### config.mk
export PLATFORM = sky130hd
export DESIGN_NAME = data_bus_bridge_flat
export DESIGN_NICKNAME = d
export VERILOG_FILES = /design/src/rtl/data_bus_bridge_if.sv /design/src/rtl/data_bus_bridge.sv /design/src/flat_wrapper.sv
export SDC_FILE = /design/constraint.sdc
export NUM_CORES = 1
export LEC_CHECK = 0
export ABC_AREA = 1
export CORE_MARGIN = 8
export CORE_UTILIZATION = 53
export DETAILED_ROUTE_END_ITERATION = 12
export GPL_TIMING_DRIVEN = 0
export PLACE_DENSITY_LB_ADDON = 0.05
export SLEW_MARGIN = 20
export SYNTH_ARGS = -nofsm -noshare
export SYNTH_HDL_FRONTEND = slang
export SYNTH_SLANG_ARGS = --single-unit
### constraint.sdc
create_clock -name clock -period 2 [get_ports clock]
set_input_delay 0.3 -clock clock [delete_from_list [all_inputs] [get_ports clock]]
set_output_delay 0.3 -clock clock [all_outputs]
set_load 0.005 [all_outputs]
### src/rtl/data_bus_bridge_if.sv
// Core-side load/store port and word-aligned memory port of the data bus bridge.
// master = the bridge itself, slave = the core/memory environment around it.
interface data_bus_bridge_if;
  logic [31:0] core_address;
  logic [1:0]  core_width;
  logic [31:0] core_wdata;
  logic        core_read;
  logic        core_write;
  logic [31:0] core_rdata;
  logic        core_stall;

  logic [31:0] mem_address;
  logic [31:0] mem_wdata;
  logic [3:0]  mem_be;
  logic        mem_we;
  logic        mem_valid;
  logic        mem_ready;
  logic [31:0] mem_rdata;

  modport master (
    input  core_address, core_width, core_wdata, core_read, core_write,
    input  mem_ready, mem_rdata,
    output core_rdata, core_stall,
    output mem_address, mem_wdata, mem_be, mem_we, mem_valid
  );

  modport slave (
    output core_address, core_width, core_wdata, core_read, core_write,
    output mem_ready, mem_rdata,
    input  core_rdata, core_stall,
    input  mem_address, mem_wdata, mem_be, mem_we, mem_valid
  );
endinterface

### src/rtl/data_bus_bridge.sv
// Splits byte/half/word core accesses into one or two aligned word transactions.
// Min 2 cycles (stall high), +1 when split, +1 per mem wait; core held by core_stall.
module data_bus_bridge (
  input  logic              clock,
  input  logic              reset_n,
  data_bus_bridge_if.master bus
);

  typedef enum logic [1:0] {IDLE, FIRST, SECOND, DONE} state_t;

  state_t state, state_nxt;
  logic   req;
  logic   accept;
  logic   stall;

  logic [1:0]  off;
  logic [3:0]  size_mask;
  logic [7:0]  lanes;
  logic [63:0] wdata_wide;

  logic [31:0] hi_addr_q;
  logic [3:0]  be_hi_q;
  logic [31:0] wdata_hi_q;
  logic        split_q;
  logic [1:0]  off_q;
  logic [3:0]  size_mask_q;
  logic        is_read_q;
  logic [31:0] word0_q;

  assign req    = bus.core_read | bus.core_write;
  assign accept = bus.mem_valid & bus.mem_ready;
  assign off    = bus.core_address[1:0];

  always_comb begin
    case (bus.core_width)
      2'd0:    size_mask = 4'b0001;
      2'd1:    size_mask = 4'b0011;
      default: size_mask = 4'b1111;
    endcase
  end

  // Lanes [3:0] belong to the first word, lanes [7:4] spill into the next word.
  assign lanes      = {4'b0000, size_mask} << off;
  assign wdata_wide = {32'b0, bus.core_wdata} << {off, 3'b000};

  function automatic logic [31:0] align_rdata(input logic [31:0] hi, input logic [31:0] lo,
                                              input logic [1:0] o, input logic [3:0] m);
    logic [63:0] pair;
    logic [31:0] mask;
    pair = {hi, lo} >> {o, 3'b000};
    mask = {{8{m[3]}}, {8{m[2]}}, {8{m[1]}}, {8{m[0]}}};
    return pair[31:0] & mask;
  endfunction

  always_ff @(posedge clock or negedge reset_n) begin
    if (!reset_n) state <= IDLE;
    else          state <= state_nxt;
  end

  always_comb begin
    state_nxt = state;
    stall     = 1'b0;
    case (state)
      IDLE: begin
        stall = req;
        if (req) state_nxt = FIRST;
      end
      FIRST: begin
        stall = 1'b1;
        if (accept) state_nxt = split_q ? SECOND : DONE;
      end
      SECOND: begin
        stall = 1'b1;
        if (accept) state_nxt = DONE;
      end
      DONE:    state_nxt = IDLE;
      default: state_nxt = IDLE;
    endcase
  end

  assign bus.core_stall = stall;

  always_ff @(posedge clock or negedge reset_n) begin
    if (!reset_n) begin
      bus.mem_valid   <= 1'b0;
      bus.mem_we      <= 1'b0;
      bus.mem_be      <= 4'b0;
      bus.mem_address <= 32'b0;
      bus.mem_wdata   <= 32'b0;
      bus.core_rdata  <= 32'b0;
      hi_addr_q       <= 32'b0;
      be_hi_q         <= 4'b0;
      wdata_hi_q      <= 32'b0;
      split_q         <= 1'b0;
      off_q           <= 2'b0;
      size_mask_q     <= 4'b0;
      is_read_q       <= 1'b0;
      word0_q         <= 32'b0;
    end else begin
      case (state)
        IDLE: begin
          if (req) begin
            bus.mem_valid   <= 1'b1;
            bus.mem_we      <= ~bus.core_read;
            bus.mem_address <= {bus.core_address[31:2], 2'b00};
            bus.mem_be      <= lanes[3:0];
            bus.mem_wdata   <= wdata_wide[31:0];
            hi_addr_q       <= {bus.core_address[31:2], 2'b00} + 32'd4;
            be_hi_q         <= lanes[7:4];
            wdata_hi_q      <= wdata_wide[63:32];
            split_q         <= |lanes[7:4];
            off_q           <= off;
            size_mask_q     <= size_mask;
            is_read_q       <= bus.core_read;
          end
        end
        FIRST: begin
          if (accept) begin
            word0_q <= bus.mem_rdata;
            if (split_q) begin
              bus.mem_address <= hi_addr_q;
              bus.mem_be      <= be_hi_q;
              bus.mem_wdata   <= wdata_hi_q;
            end else begin
              bus.mem_valid <= 1'b0;
              if (is_read_q)
                bus.core_rdata <= align_rdata(32'b0, bus.mem_rdata, off_q, size_mask_q);
            end
          end
        end
        SECOND: begin
          // The second word is consumed straight off the bus; only word0 needs holding.
          if (accept) begin
            bus.mem_valid <= 1'b0;
            if (is_read_q)
              bus.core_rdata <= align_rdata(bus.mem_rdata, word0_q, off_q, size_mask_q);
          end
        end
        default: ;
      endcase
    end
  end

endmodule

### src/flat_wrapper.sv
// flat-port wrapper written by rule: the top's interface ports become plain ports
module data_bus_bridge_flat 
  (clock, reset_n, bus_core_address, bus_core_width, bus_core_wdata, bus_core_read, bus_core_write, bus_mem_ready, bus_mem_rdata, bus_core_rdata, bus_core_stall, bus_mem_address, bus_mem_wdata, bus_mem_be, bus_mem_we, bus_mem_valid);
  data_bus_bridge_if bus_i ();
  input  logic clock;
  input  logic reset_n;
  input wire logic [$bits(bus_i.core_address)-1:0] bus_core_address;
  input wire logic [$bits(bus_i.core_width)-1:0] bus_core_width;
  input wire logic [$bits(bus_i.core_wdata)-1:0] bus_core_wdata;
  input wire logic [$bits(bus_i.core_read)-1:0] bus_core_read;
  input wire logic [$bits(bus_i.core_write)-1:0] bus_core_write;
  input wire logic [$bits(bus_i.mem_ready)-1:0] bus_mem_ready;
  input wire logic [$bits(bus_i.mem_rdata)-1:0] bus_mem_rdata;
  output wire logic [$bits(bus_i.core_rdata)-1:0] bus_core_rdata;
  output wire logic [$bits(bus_i.core_stall)-1:0] bus_core_stall;
  output wire logic [$bits(bus_i.mem_address)-1:0] bus_mem_address;
  output wire logic [$bits(bus_i.mem_wdata)-1:0] bus_mem_wdata;
  output wire logic [$bits(bus_i.mem_be)-1:0] bus_mem_be;
  output wire logic [$bits(bus_i.mem_we)-1:0] bus_mem_we;
  output wire logic [$bits(bus_i.mem_valid)-1:0] bus_mem_valid;
  assign bus_i.core_address = bus_core_address;
  assign bus_i.core_width = bus_core_width;
  assign bus_i.core_wdata = bus_core_wdata;
  assign bus_i.core_read = bus_core_read;
  assign bus_i.core_write = bus_core_write;
  assign bus_i.mem_ready = bus_mem_ready;
  assign bus_i.mem_rdata = bus_mem_rdata;
  assign bus_core_rdata = bus_i.core_rdata;
  assign bus_core_stall = bus_i.core_stall;
  assign bus_mem_address = bus_i.mem_address;
  assign bus_mem_wdata = bus_i.mem_wdata;
  assign bus_mem_be = bus_i.mem_be;
  assign bus_mem_we = bus_i.mem_we;
  assign bus_mem_valid = bus_i.mem_valid;
  data_bus_bridge u_core (.clock(clock), .reset_n(reset_n), .bus(bus_i));
endmodule
==> qor.yml, run 1 <==
route:
  drc: 0
  detail_route.iter0.violations: 1061
  ant_nets: 0
  drt-pass1-iter-count: 7
  viasPerCell: 5.68
  post_drt_wl_per_cell_um: 19.5
  wl_um: 38000
  num_vias: 11082
synthesis:
  syn_area_mm2: 0.0106
  synth_cell_type_count: 35
  synth_common_cells: "nand2_1 (545), dfrtp_1 (198), o21ai_0 (135)"
  yosysSeqAreaShare_pct: 46.9
  synth_top_area_share_pct: 46.9
  yosysTopAreaCell: "dfrtp_1"
  synth.avg_cell_area_um2: 7.35
  synth-seq-cells: 198
  ys.flop_type: "dfrtp_1"
  synth_most_common_cell: "nand2_1"
  synthArstFlopShare_pct: 100
  syn_inst: 1438
  synth_edf_count: 0
  yosys_warnings: 0
  yosys-top-cells-area: "dfrtp_1 (47%), nand2_1 (19%), o21ai_0 (6.4%)"
run_status:
  status: "finished clean"
clocking:
  cts.sinks: 198
  clk_pin_slew_ns: 0.08
  cts_tree: "built"
  root_buffer: "clkbuf_16"
  clockBufferDepth: 2
  cts_made_buffers: 17
  htreeDepth: 4
  insertion_delay_ns: 0.44
cells_and_area:
  seq_area_mm2: 0.00496
  area_growth_pct: 31.5
  fin_nets: 1784
  multiInputGateArea_mm2: 0.00497
  nFillCells: 1637
  layout-drive-gt1-share_pct: 7.88
  fin_util_pct: 71.1
  antennaDiodeCount: 0
floorplan:
  die_w_um: 157
  initial_core_util_pct: 54.1
  dieArea_mm2: 0.0247
  row_count: 51
  ios: 206
  core_area_mm2: 0.0195
  fp.dieH_um: 157
setup_path:
  arrival_ns: 2.33
  cp_top_family: "simple AND/OR/NAND/NOR gates"
  crit_path_end_kind: "flop"
  path_buf_inv: 3
  crit_fanout: 8
  cp_slowest_cell: "dfrtp_1"
  start_kind: "flop"
  worst-setup-path-type: "flop to flop"
  required_ns: 2.37
  slowest_delay_ns: 0.39
  reg2reg_slack_ns: 0.05
  path_cells: "inv_2 > buf_4 > ha_2 > nor2_1 > nor2_1 > nand3_4 > buf_4 > nor2_4 > nand3_1 > nand2_1"
timing:
  tightest_slew_ns: 0.743
  hold_viol: 0
  slew_headroom_pct: 50.5
  fin_ws_ns: 0.0479
  fin_skew_ns: 0.0142
  holdWs_ns: 0.365
  rsz0062_at_grt: "true"
  setup_tns_ns: 0
  slew_viol_final: 0
  fin_crit_sh_pct: 97.6
  fmax_mhz: 512
  layout_min_cycle_time_ns: 1.95
  finalSetupViolCount: 0
grt:
  grt_max_degree: 77
  grt_pass1_vias: 10900
  track_usage_pct: 30.9
  overflow: 0
  grt_pass1_wl_um: 58900
  antenna_found_initial: 1
pwr:
  peakVddDrop_v: 0.000909
  p_leak_nw: 6.61
  powerDensity_mw_per_mm2: 1500
placed_design:
  dp_slack_ns: -0.758
  dp_hpwl_um: 28500
  gp_congestion: 1.01
  portBuffers: 202
min_path:
  hold_path.class: "input pin to asynchronous set/reset pin"
flow_run:
  drv_cap: 0
routing by layer:
layer  vias to the layer above  routed length, um  track usage, %
met1                      5281              15100            40.3
met5                         -                 11               0
met4                         2               1180            12.0
met3                        88               3830            7.21
met2                       582              17800            49.2
li1                       5129                  -               -
sequential cells by signal, summed over array words and instances, names as in the netlist:
name	count
u_core.state	2
u_core.word0_q	32
u_core.size_mask_q	3
u_core.bus.core_rdata	32
u_core.off_q	2
u_core.wdata_hi_q	24
u_core.be_hi_q	3
u_core.split_q	1
u_core.bus.mem_address	30
u_core.bus.mem_be	4
u_core.bus.mem_valid	1
u_core.hi_addr_q	30
u_core.bus.mem_wdata	32
u_core.is_read_q	1
u_core.bus.mem_we	1
where the power goes:
group          switching [mW]  internal, mW  leakage, nW  total (mW)
Clock                    1.76          1.94        0.305        3.70
Sequential              0.981          5.77         2.50        6.75
Combinational            6.26          4.17         3.81        10.4
worst reg2reg max path, cell delays in order (launching register included):
cell	delay (ns)
dfrtp_1	0.39
inv_2	0.08
buf_4	0.13
ha_2	0.19
nor2_1	0.06
nor2_1	0.16
nand3_4	0.16
buf_4	0.18
nor2_4	0.25
nand3_1	0.20
nand2_1	0.10
stage by stage:
stage	instances	instance area [um^2]	power (mW)
after global routing	1952	13900	22.2
after CTS	1949	13800	20.5
final	1952	13900	20.9
after floorplan	1439	10600	12.0
after global placement	1906	12900	16.3
after detailed placement	1908	13000	16.5
placed cells by master (no fill, tap or decap), types with 3 or more instances in the layout:
| master | n |
|---|---|
| inv_6 | 4 |
| buf_1 | 7 |
| nor2_1 | 104 |
| o31ai_1 | 20 |
| buf_2 | 21 |
| clkbuf_1 | 32 |
| ha_2 | 3 |
| inv_1 | 102 |
| clkbuf_4 | 6 |
| or2_2 | 12 |
| inv_8 | 4 |
| ha_1 | 3 |
| nand2_1 | 544 |
| nor2_4 | 5 |
| clkbuf_16 | 17 |
| o21ai_1 | 19 |
| o22ai_1 | 25 |
| o21ai_0 | 120 |
| xor2_1 | 4 |
| o211ai_1 | 29 |
| inv_2 | 6 |
| a31oi_1 | 15 |
| nand3_2 | 4 |
| dfrtp_1 | 197 |
| buf_4 | 15 |
| a21oi_1 | 12 |
| nand3_1 | 88 |
| clkbuf_2 | 8 |
| mux2i_1 | 14 |
| clkdlybuf4s50_1 | 200 |
| o221ai_1 | 7 |
layout make-up:
| type | instances | area share [%] |
|---|---|---|
| Tap cell | 265 | 2.39 |
| Clock inverter | 15 | 1.48 |
| Timing Repair Buffer | 217 | 15.8 |
| Clock buffer | 17 | 3.06 |
| Sequential cell | 198 | 35.7 |
| Buffer | 80 | 2.87 |
| Inverter | 110 | 2.99 |
| Multi-Input combinational cell | 1050 | 35.8 |
cell families after synthesis:
group	synth area share, %
simple gates	28.8
compound gates	14.3
flops	46.9
buf+inv	7.22
mux	1.42
fa+ha+maj	0.829
xor+xnor	0.497
other cells	0.0355
final timing paths:
| check | startpoint | endpoint | depth (start not counted) |
|---|---|---|---|
| max | u_core.state[0] | u_core.bus.core_rdata[8] | 10 |
| min | reset_n | u_core.bus.mem_wdata[16] | 2 |
| max reg2reg | u_core.state[0] | u_core.bus.core_rdata[8] | 10 |
| min reg2reg | u_core.bus.core_rdata[1] | u_core.bus.core_rdata[1] | 2 |
| max in group asynchronous | reset_n | u_core.state[1] | 4 |
| min in group clock | bus_core_address[0] | u_core.wdata_hi_q[1] | 6 |
timing repair:
action,CTS,global route
hold endpoints to repair,53,0
resized for setup,34,54
hold buffers,1,0
setup buffers,8,4
setup endpoints to repair,117,135
pin swaps,3,3
Note: power is estimated with default switching activity, not from simulation.
==> run 2, diff against run 1 <==
- SKIP_LAST_GASP: unset -> 1
==> run 2 against run 1 <==
Compared with the run above:
- combinational power about the same
- clock skew decreased by 0.0015 ns
- largest cell class unchanged
- sequential power about the same
- largest power group unchanged
- critical path depth unchanged
- clock-buffer cell count unchanged
- highest routed layer unchanged
==> qor.yml, run 2 (synthesis gave the netlist of run 1 again) <==
setup_path:
  worst-setup-path-type: "flop to flop"
  cp_slowest_cell: "dfrtp_1"
  path_cells: "inv_2 > buf_4 > ha_1 > nor2_1 > nor2_1 > nand3_4 > buf_4 > nor2_4 > nand3_1 > nand2_1"
  r2r-start: "u_core.state[0]"
  start_kind: "flop"
  reg2reg_slack_ns: 0.03  # -0.02 ns
  required_ns: 2.37  # about the same
  rr_endpoint: "u_core.bus.core_rdata[8]"
  arrival_ns: 2.35  # +0.02 ns
  path_buf_inv: 3  # unchanged
  crit_path_end_kind: "flop"
  slowest_delay_ns: 0.39  # about the same
  crit_fanout: 8  # unchanged
  cp_top_family: "simple AND/OR/NAND/NOR gates"
  rr_worst_depth: 10  # unchanged
cells_and_area:
  fin_nets: 1784  # unchanged
  antennaDiodeCount: 0  # unchanged
  layout_common_cells: "nand2_1 (544), clkdlybuf4s50_1 (200), dfrtp_1 (197)"
  final_common_cell: "nand2_1"
  final_cell_area_mm2: 0.0139  # about the same
  reg_top3: "u_core.bus.core_rdata x32, u_core.bus.mem_wdata x32, u_core.word0_q x32"
  stdcell_count: 1952  # unchanged
  fin_util_pct: 71.2  # about the same
  layout-drive-gt1-share_pct: 8.06  # +0.18 points
  area_growth_pct: 31.5  # about the same
pwr:
  power.switching_mw: 9.02  # +0.25%
  peakVddDrop_v: 0.000904  # -0.63%
  p_leak_nw: 6.61  # about the same
  p_sw_share_pct: 43.1  # +0.045 points
  p_clk_share_pct: 17.6  # about the same
  powerDensity_mw_per_mm2: 1500  # about the same
  internal_power_mw: 11.9  # about the same
  pwr-share-seq_pct: 32.3  # about the same
  power.total_mw: 20.9  # +0.14%
  pwr-share-comb_pct: 50.1  # about the same
timing:
  fmax_mhz: 506  # -1.1%
  layout_min_cycle_time_ns: 1.97  # +0.0226 ns
  finalSetupViolCount: 0  # unchanged
  setup_tns_ns: 0  # unchanged
  slew_headroom_pct: 50.5  # about the same
  holdWs_ns: 0.367  # +0.00212 ns
  tightest_slew_ns: 0.743  # +0.000134 ns
  fin_skew_ns: 0.0127  # -0.00150 ns
  fin_ws_ns: 0.0253  # -0.0226 ns
  rsz0062_at_grt: "true"
  slew_viol_final: 0  # unchanged
  hold_viol: 0  # unchanged
  fin_crit_sh_pct: 98.7  # +1.1 points
clocking:
  clockBufferDepth: 2  # unchanged
  clk_pin_slew_ns: 0.08  # about the same
  cts.sinks: 198  # unchanged
  root_buffer: "clkbuf_16"
  htreeDepth: 4  # unchanged
  cts_made_buffers: 17  # unchanged
  cts_tree: "built"
  insertion_delay_ns: 0.44  # about the same
grt:
  track_usage_pct: 30.9  # about the same
  grt_max_degree: 77  # unchanged
  antenna_found_initial: 1  # unchanged
  grt_pass1_wl_um: 58900  # about the same
  grt_pass1_vias: 10904  # +0.037%
  overflow: 0  # unchanged
placed_design:
  dp_slack_ns: -0.758  # unchanged
  dp_hpwl_um: 28500  # unchanged
  portBuffers: 202  # unchanged
  gp_congestion: 1.01  # unchanged
  dp.cells: 1908  # unchanged
  place_area_mm2: 0.0130  # unchanged
floorplan:
  die_w_um: 157  # unchanged
  initial_core_util_pct: 54.1  # unchanged
  ios: 206  # unchanged
  dieArea_mm2: 0.0247  # unchanged
  fp.dieH_um: 157  # unchanged
  row_count: 51  # unchanged
  core_area_mm2: 0.0195  # unchanged
route:
  detail_route.iter0.violations: 1022  # -3.7%
  drc: 0  # unchanged
  post_drt_wl_per_cell_um: 19.5  # about the same
  num_vias: 11116  # +0.31%
  viasPerCell: 5.69  # +0.31%
  ant_nets: 0  # unchanged
  wl_um: 38000  # about the same
  drt-pass1-iter-count: 8  # +1
min_path:
  hold_path.class: "input pin to asynchronous set/reset pin"
flow_run:
  drv_cap: 0  # unchanged
run_status:
  status: "finished clean"
==> run 2: layout make-up <==
| cell class | count | area [um^2] |
|---|---|---|
| fillers | 1640 | 5630 |
| well taps | 265 | 332 |
| flip-flops and latches | 198 | 4960 |
| inverters | 110 | 415 |
| multi-input cells | 1050 | 4980 |
| repair buffers | 217 | 2190 |
| clock buffers | 17 | 425 |
| clock inverters | 15 | 205 |
| plain buffers | 80 | 394 |
==> run 2: metal layers <==
layer	vias up	track usage [%]	routed length, um
met5	-	0	11
met4	2	12.1	1160
met3	92	7.21	3890
met2	599	49.1	17800
met1	5287	40.3	15100
li1	5136	-	-
==> run 2: power groups by stage <==
| stage | registers (mW) | logic (mW) | clock network, mW |
|---|---|---|---|
| 2_1_floorplan | 6.63 | 5.38 | 0 |
| 3_3_place_gp | 6.75 | 9.54 | 0 |
| 5_1_grt | 6.91 | 11.4 | 3.88 |
| 3_5_place_dp | 6.77 | 9.77 | 0 |
| 6_report | 6.76 | 10.5 | 3.68 |
| 4_1_cts | 6.71 | 10.1 | 3.71 |
==> run 2: how the worst max path moves through the flow <==
stage	start	endpoint	slack [ns]	cells after the start
global route	u_core.state[1]	u_core.wdata_hi_q[2]	-0.06	8
CTS	u_core.state[1]	bus_core_stall	-0.11	7
global placement	reset_n	u_core.bus.mem_address[25]	-7.71	1
finish	u_core.state[0]	u_core.bus.core_rdata[8]	0.03	10
detailed placement	bus_core_write	bus_core_stall	-0.76	6
floorplan	u_core.state[0]	bus_core_stall	0.31	6
==> run 2: worst register-to-register path: stages, from the launching register on <==
cell and delay (ns):
dfrtp_1 0.39, inv_2 0.08, buf_4 0.13, ha_1 0.20
nor2_1 0.07, nor2_1 0.17, nand3_4 0.16, buf_4 0.18
nor2_4 0.24, nand3_1 0.19, nand2_1 0.10
==> run 2: what timing repair did <==
action                                  in CTS  in global routing
pin swaps                                    3                  2
gates cloned                                 0                  0
buffers inserted                             8                  4
gates resized for setup                     32                 58
hold endpoints to repair                    53                  0
endpoints found under the setup margin     117                134
hold buffers                                 1                  0
==> patch, RTL diff (config.mk and constraints of run 1) <==
Re-encode `state_t` (4 states) as one-hot, 4 bits wide.
--- a/src/rtl/data_bus_bridge.sv
+++ b/src/rtl/data_bus_bridge.sv
@@ -6,7 +6,7 @@
   data_bus_bridge_if.master bus
 );
 
-  typedef enum logic [1:0] {IDLE, FIRST, SECOND, DONE} state_t;
+  typedef enum logic [3:0] {IDLE = 4'b0001, FIRST = 4'b0010, SECOND = 4'b0100, DONE = 4'b1000} state_t;
 
   state_t state, state_nxt;
   logic   req;
Check against the original RTL: no difference found for any inputs over 4 cycles, from zero or initial values and one cycle with reset_n low; so few cycles prove little.
==> patch against run 1 <==
- routed wire length grew 5.5%
- power is 6.4% lower
- final area is 1.5% higher
- worst setup slack got worse by 0.029 ns
- global-route usage is 0.28 points higher
- synthesized area rose by 2.4%
- sequential cell count grew 2
- clock skew decreased by 0.0025 ns
- critical path type is now register to output pin
- critical endpoint is now bus_core_stall
- highest routed layer is now met4
==> patch: results (changes against run 1) <==
Timing
  – Hold_ws: 0.381 ns (+0.0167 ns)
  – Relative slew slack: 53.5% (+3.1 points)
  – Clock skew: 0.0117 ns (-0.00250 ns)

Setup path
  – Worst path arrival time: 1.68 ns (-0.65 ns)
  – Worst reg-to-reg path cell count: 8 (-2)
  – CP endpoint: bus_core_stall
  – Reg2Reg Setup Slack: 0.02 ns (-0.03 ns)
  – R2r startpoint: u_core.state[0]$_DFFE_PN1P_
  – Worst setup path category: register to output pin
  – Crit path max-delay cell type: dfstp_2

Global route
  – Met3 usage: 5.56% (-1.7 points)
  – GRT met2 Usage: 53.0% (+3.8 points)
  – Number of global-route vias before repair: 11.5k (+5.3%)
  – Antenna violations before repair: 0 (-1)
  – Largest net degree at the start of global routing: 84 (+9.1%)

Placement
  – GPL Wtd Cong: 0.927 (-8.3%)
  – Area after DPL: 0.0132 mm^2 (+2.0%)
  – DP Wirelength: 30.9 mm (+8.2%)

Final layout
  – Fin nets: 1847 (+3.5%)
  – Fill cells: 1676 (+2.4%)
  – Multi-input gate area: 0.00510 mm^2 (+2.6%)
  – Ratio of cells with drive above 1 in the final layout: 8.88% (+1.0 points)

Power and ir drop
  – Sw frac: 40.7% (-2.4 points)
  – Power Combinational: 8.94 mW (-14%)
  – Clock network power: 3.79 mW (+2%)

Logic synthesis
  – Top cells by area, synth: dfrtp_1 (46%), nand2_1 (19%), nand3_1 (8.9%)

Route
  – Max layer used: met4
  – WL met3: 2.93 mm (-23%)
  – Routed vias: 11.5k (+3.4%)
  – Via density per instance: 5.66 (-0.34%)
  – 1st-iter DRT viols: 1086 (+2.4%)
  – M1 WL: 15.7 mm (+3.5%)

Clocking
  – Postcts setup bufs: 7 (-1)

Run status
  – Outcome: completed
## patch: cell count changes after synthesis, sizes merged, moves of 6 or more
cell	change
nand3	+99
nor2	-35
or2	+20
o31ai	-19
nand2	+18
a31oi	-15
mux2i	-15
o21ai	+15
o22ai	-15
clkbuf	+12
nand3b	+11
buf	-9
o221ai	-8
ha	-6
## patch: logic make-up after synthesis
family	share of synthesized area, %
flip-flops	46.3
buffers and inverters	7.32
AND/OR/NAND/NOR	34.4
XOR/XNOR	0.972
adder cells (fa/ha/maj)	0.116
other	0.0347
AO/OA/AOI/OAI	10.9
## patch: cell type report
cell class | instances | area share (%)
clock inverter | 14 | 1.41
buffer | 83 | 2.89
inverter | 116 | 3.11
multi-input combinational | 1109 | 36.2
sequential | 200 | 35.5
clock buffer | 18 | 3.11
tap | 270 | 2.40
timing repair buffer | 216 | 15.4
